## src/rtl/rvfpm_xif_queue_pkg.sv

```systemverilog
// Shared types and constants for the rvfpm XIF issue/commit queue.
// Optional statistics outputs are enabled by defining RVFPM_QUEUE_STATS_EN.
package pa_rvfpm;

  localparam int RVFPM_STAT_WIDTH  = 16;
  localparam int RVFPM_X_ID_WIDTH  = 4;
  localparam int RVFPM_INSTR_WIDTH = 32;

  // Entry layout at the default widths; the queue mirrors it at its own widths.
  typedef struct packed {
    logic [RVFPM_INSTR_WIDTH-1:0] instr;
    logic [RVFPM_X_ID_WIDTH-1:0]  id;
    logic                         committed;
    logic                         killed;
    logic                         valid;
  } rvfpm_q_entry_t;

  function automatic logic [RVFPM_STAT_WIDTH-1:0] stat_sat_inc(
    input logic [RVFPM_STAT_WIDTH-1:0] v
  );
    return (&v) ? v : v + 1'b1;
  endfunction

endpackage

```

## src/rtl/rvfpm_xif_queue_id_match.sv

```systemverilog
// Compares a commit ID against every valid queue entry and returns the
// oldest hit as a one-hot vector, searching forward from the read pointer.
module rvfpm_id_match #(
  parameter int DEPTH      = 4,
  parameter int X_ID_WIDTH = 4
) (
  input  logic [DEPTH-1:0][X_ID_WIDTH-1:0] ids,
  input  logic [DEPTH-1:0]                 valid,
  input  logic [X_ID_WIDTH-1:0]            commit_id,
  input  logic [$clog2(DEPTH)-1:0]         rd_ptr,
  output logic [DEPTH-1:0]                 match_oh
);

  localparam int PW = $clog2(DEPTH);

  logic           found;
  logic [PW-1:0]  idx;

  always_comb begin
    match_oh = '0;
    found    = 1'b0;
    idx      = '0;
    for (int i = 0; i < DEPTH; i++) begin
      idx = rd_ptr + PW'(i);
      if (!found && valid[idx] && (ids[idx] == commit_id)) begin
        match_oh[idx] = 1'b1;
        found         = 1'b1;
      end
    end
  end

endmodule

```

## src/rtl/rvfpm_xif_queue.sv

```systemverilog
// In-order issue/commit tracking queue: dispatches committed, non-killed
// instructions to the FPU. Statistics ports exist when RVFPM_QUEUE_STATS_EN is defined.
module rvfpm_xif_queue
  import pa_rvfpm::*;
#(
  parameter int DEPTH       = 4,
  parameter int X_ID_WIDTH  = 4,
  parameter int INSTR_WIDTH = 32
) (
  input  logic                         ck,
  input  logic                         rst_n,
  input  logic                         flush,
  input  logic                         issue_valid,
  output logic                         issue_ready,
  input  logic                         issue_accept,
  input  logic [INSTR_WIDTH-1:0]       issue_instr,
  input  logic [X_ID_WIDTH-1:0]        issue_id,
  input  logic                         commit_valid,
  input  logic [X_ID_WIDTH-1:0]        commit_id,
  input  logic                         commit_kill,
  output logic                         disp_valid,
  input  logic                         disp_ready,
  output logic [INSTR_WIDTH-1:0]       disp_instr,
  output logic [X_ID_WIDTH-1:0]        disp_id,
  output logic [$clog2(DEPTH+1)-1:0]   count,
  output logic                         empty
`ifdef RVFPM_QUEUE_STATS_EN
  ,
  output logic [RVFPM_STAT_WIDTH-1:0]  stat_killed,
  output logic [RVFPM_STAT_WIDTH-1:0]  stat_full_stall,
  output logic [$clog2(DEPTH+1)-1:0]   stat_max_count
`endif
);

  localparam int PW = $clog2(DEPTH);
  localparam int CW = $clog2(DEPTH+1);

  typedef struct packed {
    logic [INSTR_WIDTH-1:0] instr;
    logic [X_ID_WIDTH-1:0]  id;
    logic                   committed;
    logic                   killed;
    logic                   valid;
  } q_entry_t;

  q_entry_t                         q [DEPTH];
  logic [PW-1:0]                    rd_ptr, wr_ptr;
  logic [CW-1:0]                    count_q;
  q_entry_t                         head;
  logic [DEPTH-1:0][X_ID_WIDTH-1:0] entry_ids;
  logic [DEPTH-1:0]                 entry_valid;
  logic [DEPTH-1:0]                 match_oh;
  logic                             push, pop, commit_en, push_commit, kill_pop;

  always_comb begin
    entry_ids   = '0;
    entry_valid = '0;
    for (int i = 0; i < DEPTH; i++) begin
      entry_ids[i]   = q[i].id;
      entry_valid[i] = q[i].valid;
    end
  end

  rvfpm_id_match #(.DEPTH(DEPTH), .X_ID_WIDTH(X_ID_WIDTH)) u_id_match (
    .ids       (entry_ids),
    .valid     (entry_valid),
    .commit_id (commit_id),
    .rd_ptr    (rd_ptr),
    .match_oh  (match_oh)
  );

  // Handshakes (issue, disp): a transfer happens on a rising ck edge where
  // valid && ready; valid never depends on ready, ready never on valid.
  assign head        = q[rd_ptr];
  assign issue_ready = (count_q != CW'(DEPTH)) && !flush;
  assign push        = issue_valid && issue_ready && issue_accept;
  assign commit_en   = commit_valid && !flush;
  // A same-cycle commit lands on the new entry only if no older entry holds the ID.
  assign push_commit = commit_en && push && (issue_id == commit_id) && !(|match_oh);
  assign kill_pop    = head.valid && head.committed && head.killed;
  assign disp_valid  = head.valid && head.committed && !head.killed;
  assign pop         = !flush && (kill_pop || (disp_valid && disp_ready));

  assign disp_instr  = head.instr;
  assign disp_id     = head.id;
  assign count       = count_q;
  assign empty       = (count_q == '0);

  always_ff @(posedge ck or negedge rst_n) begin
    if (!rst_n) begin
      for (int i = 0; i < DEPTH; i++) q[i] <= '0;
      rd_ptr  <= '0;
      wr_ptr  <= '0;
      count_q <= '0;
    end else if (flush) begin
      for (int i = 0; i < DEPTH; i++) begin
        q[i].valid     <= 1'b0;
        q[i].committed <= 1'b0;
        q[i].killed    <= 1'b0;
      end
      rd_ptr  <= '0;
      wr_ptr  <= '0;
      count_q <= '0;
    end else begin
      for (int i = 0; i < DEPTH; i++) begin
        if (commit_en && match_oh[i]) begin
          q[i].committed <= 1'b1;
          q[i].killed    <= commit_kill;
        end
      end
      if (pop) begin
        q[rd_ptr].valid <= 1'b0;
        rd_ptr          <= rd_ptr + 1'b1;
      end
      if (push) begin
        q[wr_ptr] <= '{instr: issue_instr, id: issue_id, committed: push_commit,
                       killed: push_commit && commit_kill, valid: 1'b1};
        wr_ptr    <= wr_ptr + 1'b1;
      end
      if (push && !pop)      count_q <= count_q + 1'b1;
      else if (pop && !push) count_q <= count_q - 1'b1;
    end
  end

`ifdef RVFPM_QUEUE_STATS_EN
  always_ff @(posedge ck or negedge rst_n) begin
    if (!rst_n) begin
      stat_killed     <= '0;
      stat_full_stall <= '0;
      stat_max_count  <= '0;
    end else begin
      if (pop && kill_pop)            stat_killed     <= stat_sat_inc(stat_killed);
      if (issue_valid && !issue_ready) stat_full_stall <= stat_sat_inc(stat_full_stall);
      if (count_q > stat_max_count)   stat_max_count  <= count_q;
    end
  end
`else
  // Statistics counters are not built in this configuration.
`endif

`ifndef SYNTHESIS
  commit_known_a: assert property (@(posedge ck) disable iff (!rst_n)
    (commit_valid && !flush) |-> ((|match_oh) || (push && (issue_id == commit_id))));
`endif

endmodule

```

## config.mk

```make
export PLATFORM = sky130hd
export DESIGN_NAME = rvfpm_xif_queue
export DESIGN_NICKNAME = d
export VERILOG_FILES = /design/src/rtl/rvfpm_xif_queue_pkg.sv /design/src/rtl/rvfpm_xif_queue_id_match.sv /design/src/rtl/rvfpm_xif_queue.sv
export SDC_FILE = /design/constraint.sdc
export NUM_CORES = 1
export LEC_CHECK = 0
export ABC_AREA = 0
export CELL_PAD_IN_SITES_DETAIL_PLACEMENT = 1
export CELL_PAD_IN_SITES_GLOBAL_PLACEMENT = 2
export CORE_UTILIZATION = 39
export DETAILED_ROUTE_END_ITERATION = 16
export PLACE_DENSITY_LB_ADDON = 0.1
export SLEW_MARGIN = 20
export SYNTH_ARGS = -nofsm -noshare
export SYNTH_HDL_FRONTEND = slang
export SYNTH_SLANG_ARGS = --single-unit
export TNS_END_PERCENT = 10
```

## constraint.sdc

```tcl
create_clock -name ck -period 6.4 [get_ports ck]
set_clock_uncertainty 0.15 [all_clocks]
set_input_delay 1.28 -clock ck [delete_from_list [all_inputs] [get_ports ck]]
set_output_delay 1.28 -clock ck [all_outputs]
set_load 0.005 [all_outputs]
```

==> results.md <==
- Switching power total: about 0.7 mW
- CTS tree: done
- Mapped Avg Cell Area: approximately 10 um^2
- Number of global-route vias before repair: a little under 7000
- Clk Tree Root Cell: clkbuf_16
- DP Area: ~9200 um^2
- Layout Nets: between 900 and 1000
- Synthesis warning total: 0
- Syn Nets: 859
- Post-Synthesis Cells: roughly 800
- Die ar.: roughly 22000 um^2
- CP endpoint kind: output pin
- Worst R2R End: q[1]
- Setup bufs post-CTS: 0
- I/O Buffers: 89
- Grt ovf: 0
- Synth Flop Type: dfrtp_1
- Post-Layout Inst Area: slightly below 10000 um^2
- Initial antenna violation count: 0
- Power Density: 271.8 nW/um^2
- Final Wtd Congestion: 0.8083
- Sequential share of the synthesized area: between 40% and 50%
- Asr flop ratio synth: 100.0%
- Placed Cells: about 1100
- Worst Path Max Fanout: 30
- Least-Margin Pin Slew: about 1100 ps
- Io pins: 90
- Mapped Area: approximately 8200 um^2
- Clock-pin slew on the worst setup and hold paths: approximately 70 ps
- Largest net degree at the start of global routing: 110
- Drt pass-1 iters: 4
- Switching Fraction: 26.56%
- PostCTS Resize Cnt: 0
- Worst setup path startpoint: rd_ptr[0]
- Max Clk Rate: about 0.22 GHz
- Clk buf depth: 2
- Hold Crit Class: reg2reg
- Antenna cells: 0
- Synth Area in Compound Gates: 3.894%
- FF-to-FF path depth: 11
- Tmin final: 4511 ps
- First-pass GRT wire length: approximately 38 mm
- Area contributors post-synth: dfrtp_1 50%, nand2_1 16%, mux4_2 12%, mux2_2 5.4%, mux2i_1 2.1%
- Clock power frac: about two fifths
- Combinational share of power: approximately 16%
- VDD IR max: between 0.15 and 0.2 mV
- Cell internal pwr: slightly below 2 mW
- Yosys cell types: 53
- Max-cap violations: 0
- Layout cells sized above 1: approximately 16%
- Outcome: finished, final reports clean
- FF-to-FF Start: rd_ptr[0]
- Startpoint types: flip-flop
- Num CTS Buffers: 17
- H-tree levels: 4
- WL per Instance: approximately 20 um
- Synth top cells by count: 353 x nand2_1, 163 x dfrtp_1, 42 x mux4_2, 39 x mux2_2, 27 x clkbuf_1
- Setup TNS: 0 ps
- Detailed-route via count: 6067
- Clock Latency Late Sink: about 430 ps
- Slew Viols, Final: 0
- CP required: ~5000 ps
- Worst path arrival time: 3080 ps
- Final wirelength: between 20 and 25 mm
- Setup crit end: disp_valid
- Std-Cell Rows: 52
- Final setup violating endpoints: 0
- Fin crit share: about 70%
- Non-Filler Instances: about 1100
- Relative slew slack: between 20% and 30%
- Synth Area in Adders: under 10%
- Critical path class: reg2out
- EDFF count, synth: 0
- Area Growth Syn to Fin: 20.37%
- Final hold violation count: 0
- Drt initial violations: around 290
- DR DRC count: 0
- GR Util All Layers: 22.69%
- DPL Wire Length: 13.98 mm
- Mux cell area share after synthesis: a little under a fifth
- Die Y: between 100 and 150 um
- CTS Sinks: between 150 and 200
- Most numerous cell in the Yosys netlist: nand2_1
- R2R setup slack: approximately 2000 ps
- Die Wd: 146.7 um
- Area leader, netlist: dfrtp_1
- Total chip power: 2.670 mW
- Routed vias/inst: between 5 and 6
- Share of the synthesized netlist area taken by xor and xnor gates: ~2.8%
- WHS: 321.6 ps
- Share of the synthesized area in the top cell type: roughly 50%
- Initial Utilization: between 40% and 50%
- Cts hold-fix bufs: 0
- Sequential power share: approximately 45%
- Largest family of logic cells by synthesized area: simple AND/OR/NAND/NOR gates
- Core Box Area: between 20000 and 25000 um^2
- Post-Synth Simple-Gate Area: roughly a fifth
- Leak: 4.579 nW
- RSZ-0062 raised after global routing: no
- #FFs+latches synth: roughly 160
- Antenna Nets Post-Route: 0
-- cell type report --
class / count / area, um^2
fillers: 2242 / 10540
flip-flops and latches: 163 / 4084
multi-input cells: 579 / 3835
repair buffers: 95 / 939.7
clock buffers: 19 / 442.9
well taps: 270 / 337.8
clock inverters: 13 / 147.6
inverters: 10 / 37.54
-- state kept, by name (all words and copies together), names as in the netlist --
signal	cells
count	3
entry_ids	16
entry_valid	4
q	136
rd_ptr	2
wr_ptr	2
-- through the flow --
step           worst slack (ps)  util [%]
6_report                   1889     48.24
5_1_grt                    1655     48.24
4_1_cts                    1808     48.23
3_5_place_dp               1624     45.33
3_3_place_gp               1684     45.33
2_1_floorplan              2143         -
-- worst max-delay path, stage by stage (launching register included) --
cell and delay, ps:
dfrtp_4 740, buf_4 640, mux4_2 590, nand2_1 140, nor2_1 70, clkdlybuf4s50_1 440
-- metal layers --
| layer | GRT usage [%] | routed length, um |
|---|---|---|
| met3 | 4.438 | 791 |
| met5 | 0 | 0 |
| met1 | 28.49 | 10160 |
| met2 | 39.79 | 11680 |
| met4 | 6.042 | 316 |
-- how the worst min path moves through the flow --
stage                     startpoint  endpoint  slack [ps]  cells past startpoint
after floorplan                q[46]     q[46]         290                      2
after global placement         q[56]     q[56]         300                      2
after detailed placement       q[54]     q[54]         310                      2
after CTS                      q[54]     q[54]         330                      2
after global routing           q[68]     q[68]         350                      2
final                          q[76]     q[76]         320                      2
-- cell usage in the layout (no fill, tap or decap), types with 8 or more instances in the layout --
| master | Yosys | final |
|---|---|---|
| clkdlybuf4s50_1 | 0 | 88 |
| mux2_2 | 39 | 39 |
| inv_1 | 10 | 10 |
| nor3_1 | 10 | 10 |
| clkbuf_16 | 0 | 17 |
| ha_1 | 8 | 8 |
| mux4_2 | 42 | 42 |
| xnor2_1 | 19 | 19 |
| nor2_1 | 17 | 17 |
| dfrtp_1 | 163 | 161 |
| nand2_1 | 353 | 351 |
| mux2i_1 | 17 | 17 |
-- power groups by stage --
| stage | Sequential, mW | Clock [mW] | Combinational, mW |
|---|---|---|---|
| final | 1.21 | 1.04 | 0.421 |
| after global routing | 1.22 | 1.10 | 0.465 |
| after CTS | 1.21 | 1.06 | 0.430 |
| after detailed placement | 1.23 | 0 | 0.425 |
| after global placement | 1.22 | 0 | 0.410 |
| after floorplan | 1.20 | 0 | 0.217 |
-- kinds of logic after synthesis --
| logic type | Yosys count |
|---|---|
| buffers and inverters | 60 |
| multiplexers | 98 |
| AND/OR/NAND/NOR | 404 |
| AO/OA/AOI/OAI | 42 |
| flip-flops | 163 |
| XOR/XNOR | 26 |
| adder cells (fa/ha/maj) | 9 |
(Power assumes the default switching activity.)
